--- src/rtl/uart_print_arbiter.sv ---
// Message-granular round-robin arbiter: locks one print source onto the UART
// transmitter for a whole message (or until the burst cap), then rotates.
module uart_print_arbiter #(
   parameter int N_REQ     = 4,
   parameter int MAX_BURST = 64
) (
   input  logic                 clk,
   input  logic                 rst,
   input  logic [8*N_REQ-1:0]   req_data,
   input  logic [N_REQ-1:0]     req_valid,
   input  logic [N_REQ-1:0]     req_last,
   output logic [N_REQ-1:0]     req_ready,
   output logic [7:0]           tx_data,
   output logic                 tx_valid,
   input  logic                 tx_ready,
   output logic [N_REQ-1:0]     grant,
   output logic                 busy
);

   localparam int PW = (N_REQ > 1) ? $clog2(N_REQ) : 1;
   localparam int BW = (MAX_BURST > 0) ? $clog2(MAX_BURST + 1) : 1;

   typedef enum logic {IDLE, GRANT} state_t;

   state_t           state_reg, state_next;
   logic [N_REQ-1:0] grant_reg, grant_next;
   logic [PW-1:0]    rr_ptr_reg, rr_ptr_next;
   logic [BW-1:0]    burst_cnt_reg, burst_cnt_next;

   logic [PW-1:0]    owner_idx;
   logic [PW-1:0]    pick_idx;
   logic             pick_found;
   logic [PW:0]      scan_idx;
   logic             xfer;
   logic             owner_last;
   logic             cap_hit;
   logic [7:0]       data_masked [N_REQ];
   logic [N_REQ-1:0] ready_vec;

   // Per-requester gating; the data mux is an OR of masked lanes since grant is one-hot.
   generate
      for (genvar gi = 0; gi < N_REQ; gi++) begin : g_lane
         assign data_masked[gi] = grant_reg[gi] ? req_data[8*gi +: 8] : 8'h00;
         assign ready_vec[gi]   = grant_reg[gi] & tx_ready;
      end
   endgenerate

   always_comb begin
      owner_idx = '0;
      for (int i = 0; i < N_REQ; i++) begin
         if (grant_reg[i]) owner_idx = PW'(i);
      end
   end

   // Rotating scan starting just after the last owner.
   always_comb begin
      pick_found = 1'b0;
      pick_idx   = rr_ptr_reg;
      scan_idx   = '0;
      for (int k = 1; k <= N_REQ; k++) begin
         scan_idx = {1'b0, rr_ptr_reg} + (PW+1)'(k);
         if (scan_idx >= (PW+1)'(N_REQ)) scan_idx = scan_idx - (PW+1)'(N_REQ);
         if (!pick_found && req_valid[scan_idx[PW-1:0]]) begin
            pick_found = 1'b1;
            pick_idx   = scan_idx[PW-1:0];
         end
      end
   end

   assign xfer       = tx_valid & tx_ready;
   assign owner_last = |(grant_reg & req_last);
   assign cap_hit    = (MAX_BURST != 0) && (burst_cnt_reg == BW'(MAX_BURST - 1));

   always_ff @(posedge clk or posedge rst) begin
      if (rst) begin
         state_reg     <= IDLE;
         grant_reg     <= '0;
         rr_ptr_reg    <= PW'(N_REQ - 1);
         burst_cnt_reg <= '0;
      end else begin
         state_reg     <= state_next;
         grant_reg     <= grant_next;
         rr_ptr_reg    <= rr_ptr_next;
         burst_cnt_reg <= burst_cnt_next;
      end
   end

   always_comb begin
      state_next     = state_reg;
      grant_next     = grant_reg;
      rr_ptr_next    = rr_ptr_reg;
      burst_cnt_next = burst_cnt_reg;
      case (state_reg)
         IDLE: begin
            if (pick_found) begin
               state_next     = GRANT;
               grant_next     = N_REQ'(1) << pick_idx;
               burst_cnt_next = '0;
            end
         end
         GRANT: begin
            if (xfer) begin
               burst_cnt_next = burst_cnt_reg + BW'(1);
               if (owner_last || cap_hit) begin
                  state_next  = IDLE;
                  grant_next  = '0;
                  rr_ptr_next = owner_idx;
               end
            end
         end
         default: state_next = IDLE;
      endcase
   end

   // Pass-through outputs derive from grant_reg so an async reset clears them at once.
   always_comb begin
      busy      = (state_reg == GRANT);
      grant     = grant_reg;
      tx_valid  = |(grant_reg & req_valid);
      req_ready = ready_vec;
      tx_data   = 8'h00;
      for (int i = 0; i < N_REQ; i++) begin
         tx_data = tx_data | data_masked[i];
      end
   end

endmodule

--- config.mk ---
export PLATFORM = sky130hd
export DESIGN_NAME = uart_print_arbiter
export DESIGN_NICKNAME = d
export VERILOG_FILES = /design/src/rtl/uart_print_arbiter.sv
export SDC_FILE = /design/constraint.sdc
export NUM_CORES = 1
export LEC_CHECK = 0
export CELL_PAD_IN_SITES_DETAIL_PLACEMENT = 0
export CELL_PAD_IN_SITES_GLOBAL_PLACEMENT = 1
export CORE_MARGIN = 4
export CORE_UTILIZATION = 25
export CTS_BUF_LIST = sky130_fd_sc_hd__clkbuf_4 sky130_fd_sc_hd__clkbuf_8 sky130_fd_sc_hd__clkbuf_16
export CTS_CLUSTER_SIZE = 30
export DETAILED_ROUTE_END_ITERATION = 7
export GPL_ROUTABILITY_DRIVEN = 1
export MAX_ROUTING_LAYER = met4
export PLACE_DENSITY = 0.81
export SLEW_MARGIN = 20
export SYNTH_ARGS = -nofsm -noshare
export SYNTH_HDL_FRONTEND = slang
export SYNTH_SLANG_ARGS = --single-unit
--- constraint.sdc ---
create_clock -name clk -period 2.1 [get_ports clk]
set_input_delay 0.21 -clock clk [delete_from_list [all_inputs] [get_ports clk]]
set_output_delay 0.21 -clock clk [all_outputs]
set_load 0.02 [all_outputs]
==> impl_results.md, run 1 <==
* Result of the run: complete, no violations
* Critical path arrival at 1.76 ns
* Final period util at 93.8%
* CP Launch Type: register
* Vias in the first global route at 1200
* Vias per cell at 5.02
* Reg-to-Reg Start: grant[0]$_DFFE_PP0P_
* Fin. Hold Viols at 0
* Synth area leader: dfrtp_1
* # rows at 22
* Fin Clk Skew at 0.00259 ns
* Post-CTS setup buffer count at 0
* Syn Std Cell Area at 0.00101 sq mm
* DRC at 0
* Leakage at 0.000734 uW
* Ant diodes at 0
* CP max FO at 13
* DR top layer: met4
* I/O Pins at 61
* Clock sink count at 14
* Largest register FFs at 7
* Die Footprint at 0.00510 sq mm
* Final Instance Area at 0.00174 sq mm
* Dpl hpwl at 2550 microns
* Total power per unit cell area at 1050 mW/mm^2
* ANT nets after route at 0
* VDD IR max at 0.365 mV
* NetSw at 763 uW
* Yosys warns at 0
* Die X at 71.4 microns
* Worst r2r path cells at 4
* Critical Path End Type: output port
* CTS Buffer Depth at 2
* Placed cell area at 0.00168 sq mm
* Yosys top cell area share at 29.9%
* Global placer's final weighted congestion at 0.775
* Via count at 1134
* Initial antenna violation count at 0
* Mean post-synth cell area at 8.75 sq um
* GRT overflow at 0
* Required time worst endpoint at 1.89 ns
* Core area at 0.00377 sq mm
* Minimum clock period at 1.97 ns
* RSZ-0062 raised after global routing: false
* Root buf cell: clkbuf_8
* Tightest Pin Transition at 0.530 ns
* PortBufs at 60
* Synth area leaders: dfrtp_1 30%, a22oi_1 14%, nand2_1 8.6%, mux2i_1 8.0%, dfstp_2 5.2%
* Normalized max-slew margin at 64.6%
* Count of cell types in the netlist at 34
* Metal3 WL at 243 microns
* Worst Hold Class: input port to asynchronous set/reset pin
* Share of layout cells above drive strength 1 at 10.7%
* Pre-Repair DR Iteration Count at 4
* Latest clock arrival within the worst-skew pair at 0.25 ns
* First-pass GRT wire length at 5400 microns
* Synthesis-to-finish area growth at 73.0%
* Total Wirelength at 3240 microns
* Die H at 71.4 microns
* Fmax at 508 MHz
* CTS buffer count at 3
* Worst hold slack at 0.299 ns
* Worst R2R End: grant[3]$_DFFE_PP0P_
* Reg power frac at 30.2%
* Pint at 1060 uW
* Largest net degree at the start of global routing at 16
* Register area share after synthesis at 35.1%
* Gate power share at 55.2%
* Nets at 223
* Path type of the worst setup path: register to output port
* Met2 wire length at 1460 microns
* Clock power frac at 14.6%
* R2R setup slack at 0.47 ns
* H-tree depth at 1
* CTS tree: yes
* Gr usage total at 13.3%
* Post-Syn Nets at 159
* Hold-fix buffers at CTS at 0
* M1 wire length at 1500 microns
* Starting Density at 26.7%
* Pins Over Slew Limit at 0
* Reg clk slew, reported paths at 0.06 ns
* DR iter-0 viols at 21
* Switching share of power at 41.7%
* FF+latch count, synth at 14
* Max-Cap Viols at 0
* Final Setup Violations at 0
* Setup tns final at 0 ns
* Routed wire per std cell at 14.3 microns
* Post-synthesis instance total at 115
power by group through the flow:
stage               clock, uW  combinational, uW  sequential [uW]
floorplan                   0                604              474
global placement            0               1000              546
detailed placement          0               1010              553
CTS                       272               1020              548
global route              287               1110              576
finish                    267               1010              551
what timing repair did:
action                     4_1_cts  5_1_grt
hold endpoints to repair         0        0
resized for setup                0        4
setup endpoints to repair        0        8
synth_stat cells:
| library cell | number |
|---|---|
| or2_1 | 1 |
| nor2b_1 | 1 |
| nor2_1 | 3 |
| nor4_2 | 1 |
| mux2i_1 | 8 |
| a31oi_1 | 1 |
| nor3_1 | 3 |
| a21oi_1 | 2 |
| a21oi_4 | 1 |
| a21boi_1 | 1 |
| or3_1 | 1 |
| o21ai_4 | 1 |
| buf_2 | 1 |
| a21o_1 | 1 |
| nor3b_1 | 1 |
| a2111oi_1 | 1 |
| nand2_1 | 23 |
| dfstp_2 | 2 |
| inv_1 | 5 |
| clkbuf_1 | 4 |
| a22oi_1 | 19 |
| buf_4 | 1 |
| xnor2_1 | 1 |
| nand3b_1 | 1 |
| nand2b_1 | 3 |
| dfrtp_1 | 12 |
| and3_1 | 1 |
| a22oi_2 | 1 |
| nand3_1 | 1 |
| and2_1 | 4 |
| o21ai_1 | 2 |
| a32o_1 | 4 |
| ha_1 | 1 |
| nand4_1 | 2 |
final cells by class:
type                            instances  area [sq um]
Fill cell                             352          2030
Timing Repair Buffer                   65           638
Multi-Input combinational cell         90           612
Sequential cell                        14           357
Tap cell                               48          60.1
Clock buffer                            4          55.1
Inverter                                5          18.8
layout by cell type (no fill, tap or decap), drive strengths merged:
cell,n
or3,1
nor2,3
clkbuf,4
a32o,4
a22oi,20
nand4,2
and3,1
mux2i,8
or2,1
dfrtp,12
nand2b,3
xnor2,1
o21ai,3
a2111oi,1
a21o,1
buf,5
nand3,1
nand3b,1
nor3,3
inv,5
a21oi,3
nor2b,1
clkdlybuf4s50,60
dfstp,2
a31oi,1
ha,1
nor4,1
nor3b,1
nand2,23
and2,4
a21boi,1
worst max-delay path: stages, from the launching register on:
cell             delay [ns]
dfrtp_1                0.54
a22oi_2                0.31
nand2_1                0.10
clkdlybuf4s50_1        0.55
how the worst max path moves through the flow:
stage	start	cells past startpoint	slack, ns	endpoint
CTS	grant[0]$_DFFE_PP0P_	3	0.003	tx_valid
finish	grant[0]$_DFFE_PP0P_	3	0.13	tx_valid
detailed placement	req_valid[1]	4	0.12	tx_valid
global placement	req_valid[1]	4	0.11	tx_valid
floorplan	rr_ptr_reg[1]$_DFFE_PP1P_	5	0.54	grant[1]$_DFFE_PP0P_
global route	grant[0]$_DFFE_PP0P_	3	0.02	tx_data[0]
metrics by stage:
step	setup WS (ns)	power, uW	util, %	cells
floorplan	0.543	1080	-	115
finish	0.130	1830	46.2	226
global route	0.0216	1970	46.2	226
detailed placement	0.117	1560	44.5	222
CTS	0.00253	1840	45.9	226
global placement	0.113	1550	44.5	222
per-layer routing:
metal | vias up | GRT usage (%)
li1 | 554 | -
met1 | 520 | 16.7
met2 | 55 | 21.3
met3 | 5 | 3.23
met4 | 0 | 3.76
met5 | - | -
cells by family (layout without fill, tap and decap cells):
| group | Yosys count | in the layout | synth area share [%] |
|---|---|---|---|
| and+or+nand+nor | 46 | 46 | 22.5 |
| AOI/OAI and AO/OA | 34 | 34 | 27.7 |
| DFF | 14 | 14 | 35.1 |
| buffers and inverters | 11 | 74 | 4.60 |
| muxes | 8 | 8 | 7.96 |
| adders and majority gates | 1 | 1 | 1.24 |
| xor gates and xnor gates | 1 | 1 | 0.871 |
No activity file was read; power rests on OpenSTA's default activity.
==> inputs of run 2 (changes only) <==
CTS_CLUSTER_SIZE = not set   (was 30)
==> results of run 2 <==
No change in the layout: final DEF, timing and power equal those of run 1.
==> inputs of run 3 (changes only) <==
CTS_CLUSTER_SIZE = 10   (was not set)
clock period = 2.2 ns   (was 2.1 ns; I/O delays follow)
==> run 3 against run 2 <==
Cell area fell by 1.4%. Die area did not move. Non-clock buffer count fell by 2. Sequential share of layout area rose by 0.065 points. Critical path depth did not move. Setup slack improved by 0.013 ns. Cell count fell by 0.88%. Largest power group unchanged.
==> impl_results.md, run 3 (same netlist as run 1, synthesis figures left out) <==
* Fin Clk Skew at 0.00456 ns (+0.00197 ns)
* First-pass GRT wire length at 5440 microns (+0.78%)
* Gate power share at 57.3% (+2.1 points)
* Worst Path Buf+Inv at 1 (unchanged)
* Total Wirelength at 3160 microns (-2.3%)
* Pre-Repair DR Iteration Count at 4 (unchanged)
* ANT nets after route at 0 (unchanged)
* Share of layout cells above drive strength 1 at 7.39% (-3.3 points)
* CP Launch Type: register
* Starting Density at 26.7% (unchanged)
* Path type of the worst setup path: register to output port
* Dpl hpwl at 2420 microns (-5.4%)
* DRC at 0 (unchanged)
* GRT overflow at 0 (unchanged)
* Total Power at 1720 uW (-5.6%)
* Routed wire per std cell at 14.1 microns (-1.5%)
* RSZ-0062 raised after global routing: false
* Clock power frac at 14.6% (about the same)
* Final Instance Area at 0.00172 sq mm (-1.4%)
* Leakage at 0.000728 uW (-0.82%)
* Die H at 71.4 microns (unchanged)
* PortBufs at 60 (unchanged)
* Initial antenna violation count at 0 (unchanged)
* Max-Cap Viols at 0 (unchanged)
* H-tree depth at 1 (unchanged)
* Ant diodes at 0 (unchanged)
* CTS Buffer Depth at 2 (unchanged)
* Switching share of power at 41.6% (-0.19 points)
* Die X at 71.4 microns (unchanged)
* Required time worst endpoint at 1.98 ns (+0.09 ns)
* CTS resizes at 0 (unchanged)
* Minimum clock period at 2.06 ns
* Critical path's slowest cell: dfrtp_1
* Placed cell area at 0.00166 sq mm (-0.90%)
* Fmax at 486 MHz
* Pins Over Slew Limit at 0 (unchanged)
* CP top delay family: flip-flops
* Result of the run: complete, no violations
* Gr usage total at 13.7% (+0.39 points)
* Worst hold slack at 0.307 ns (+0.00787 ns)
* Via count at 1118 (-1.4%)
* Vias in the first global route at 1177 (-1.9%)
* Die Footprint at 0.00510 sq mm (unchanged)
* Total power per unit cell area at 1000 mW/mm^2 (-4.3%)
* # rows at 22 (unchanged)
* Cell Chain, Critical Path: a22oi_2 > nand2_1 > clkdlybuf4s50_1
* Most common cell after layout, fill and taps aside: clkdlybuf4s50_1
* DR iter-0 viols at 35 (+67%)
* Final Util at 45.5% (-0.63 points)
* Synthesis-to-finish area growth at 70.6%
* Reg power frac at 28.1% (-2.1 points)
* Tightest Pin Transition at 0.531 ns (+0.000919 ns)
* Post-CTS setup buffer count at 0 (unchanged)
* Largest net degree at the start of global routing at 16 (unchanged)
* CTS tree: yes
* Largest register FFs at 7 (unchanged)
* Global placer's final weighted congestion at 0.735 (-5.2%)
* Most frequent cells in the layout: 60 x clkdlybuf4s50_1, 23 x nand2_1, 19 x a22oi_1
* Hold-fix buffers at CTS at 0 (unchanged)
* NetSw at 717 uW (-6.0%)
* Setup tns final at 0 ns (unchanged)
* Fin. Hold Viols at 0 (unchanged)
* Latest clock arrival within the worst-skew pair at 0.25 ns (about the same)
* Final period util at 93.5%
* Pint at 1010 uW (-5.3%)
* Reg clk slew, reported paths at 0.06 ns (about the same)
* Critical path arrival at 1.84 ns (+0.08 ns)
* CP max FO at 15 (+2)
* Core area at 0.00377 sq mm (unchanged)
* CTS buffer count at 3 (unchanged)
* Normalized max-slew margin at 64.6% (about the same)
* Critical Path Max Stage Delay at 0.65 ns (+0.10 ns)
* I/O Pins at 61 (unchanged)
* Root buf cell: clkbuf_8
* Final Setup Violations at 0 (unchanged)
* Clock sink count at 14 (unchanged)
* Worst Hold Class: input port to asynchronous set/reset pin
* VDD IR max at 0.431 mV (+18%)
* Nets at 221 (-0.90%)
* Vias per cell at 4.99 (-0.53%)
* Critical Path End Type: output port
==> run 3: cell count changes in the layout (fill, tap and decap cells not counted) <==
cell     change
a22oi_2      -1
dfrtp_1      +3
a22oi_1      +1
dfrtp_2      -3
buf_4        -2
==> run 3: worst reg2reg max path, cell delays in order (launching register included) <==
cell and delay (ns):
dfrtp_1 0.65, a22oi_2 0.21, a21oi_4 0.32, o21ai_4 0.16, a32o_1 0.28
==> run 3: final timing paths <==
kind / endpoint / start / slack [ns] / depth (start not counted)
worst min register to register: burst_cnt_reg[6]$_DFFE_PP0P_ / burst_cnt_reg[6]$_DFFE_PP0P_ / 0.49 / 1
worst max register to register: grant[2]$_DFFE_PP0P_ / grant[3]$_DFFE_PP0P_ / 0.47 / 4
max in group asynchronous: rr_ptr_reg[0]$_DFFE_PP1P_ / rst / 1.53 / 2
worst max-delay path: tx_valid / grant[3]$_DFFE_PP0P_ / 0.14 / 3
min in group clk: burst_cnt_reg[6]$_DFFE_PP0P_ / burst_cnt_reg[6]$_DFFE_PP0P_ / 0.49 / 1
worst min-delay path: burst_cnt_reg[3]$_DFFE_PP0P_ / rst / 0.31 / 2
==> run 3: area by class of cell <==
cell class | instances | area (sq um)
repair buffers | 63 | 623
multi-input cells | 90 | 607
clock buffers | 4 | 55.1
fillers | 339 | 2050
well taps | 48 | 60.1
inverters | 5 | 18.8
flip-flops and latches | 14 | 353
==> run 3: power by group through the flow <==
stage                     Combinational (uW)  Sequential, uW  Clock (uW)
after global placement                   982             487           0
after detailed placement                 992             489           0
final                                    988             485         252
after CTS                               1000             485         261
after floorplan                          576             452           0
after global routing                    1090             513         274
==> run 3: per-layer routing <==
metal	part of all wire [%]	global-route usage [%]	vias to the layer above
met4	2.0	6.26	0
met5	0	-	-
met2	46	20.5	61
met3	8.9	2.38	5
met1	43	18.0	507
li1	-	-	545
==> run 3: stage by stage <==
stage          setup WS [ns]  std cells
3_3_place_gp           0.184        220
5_1_grt               0.0217        224
6_report               0.143        224
2_1_floorplan          0.643        115
4_1_cts                0.131        224
3_5_place_dp           0.168        220
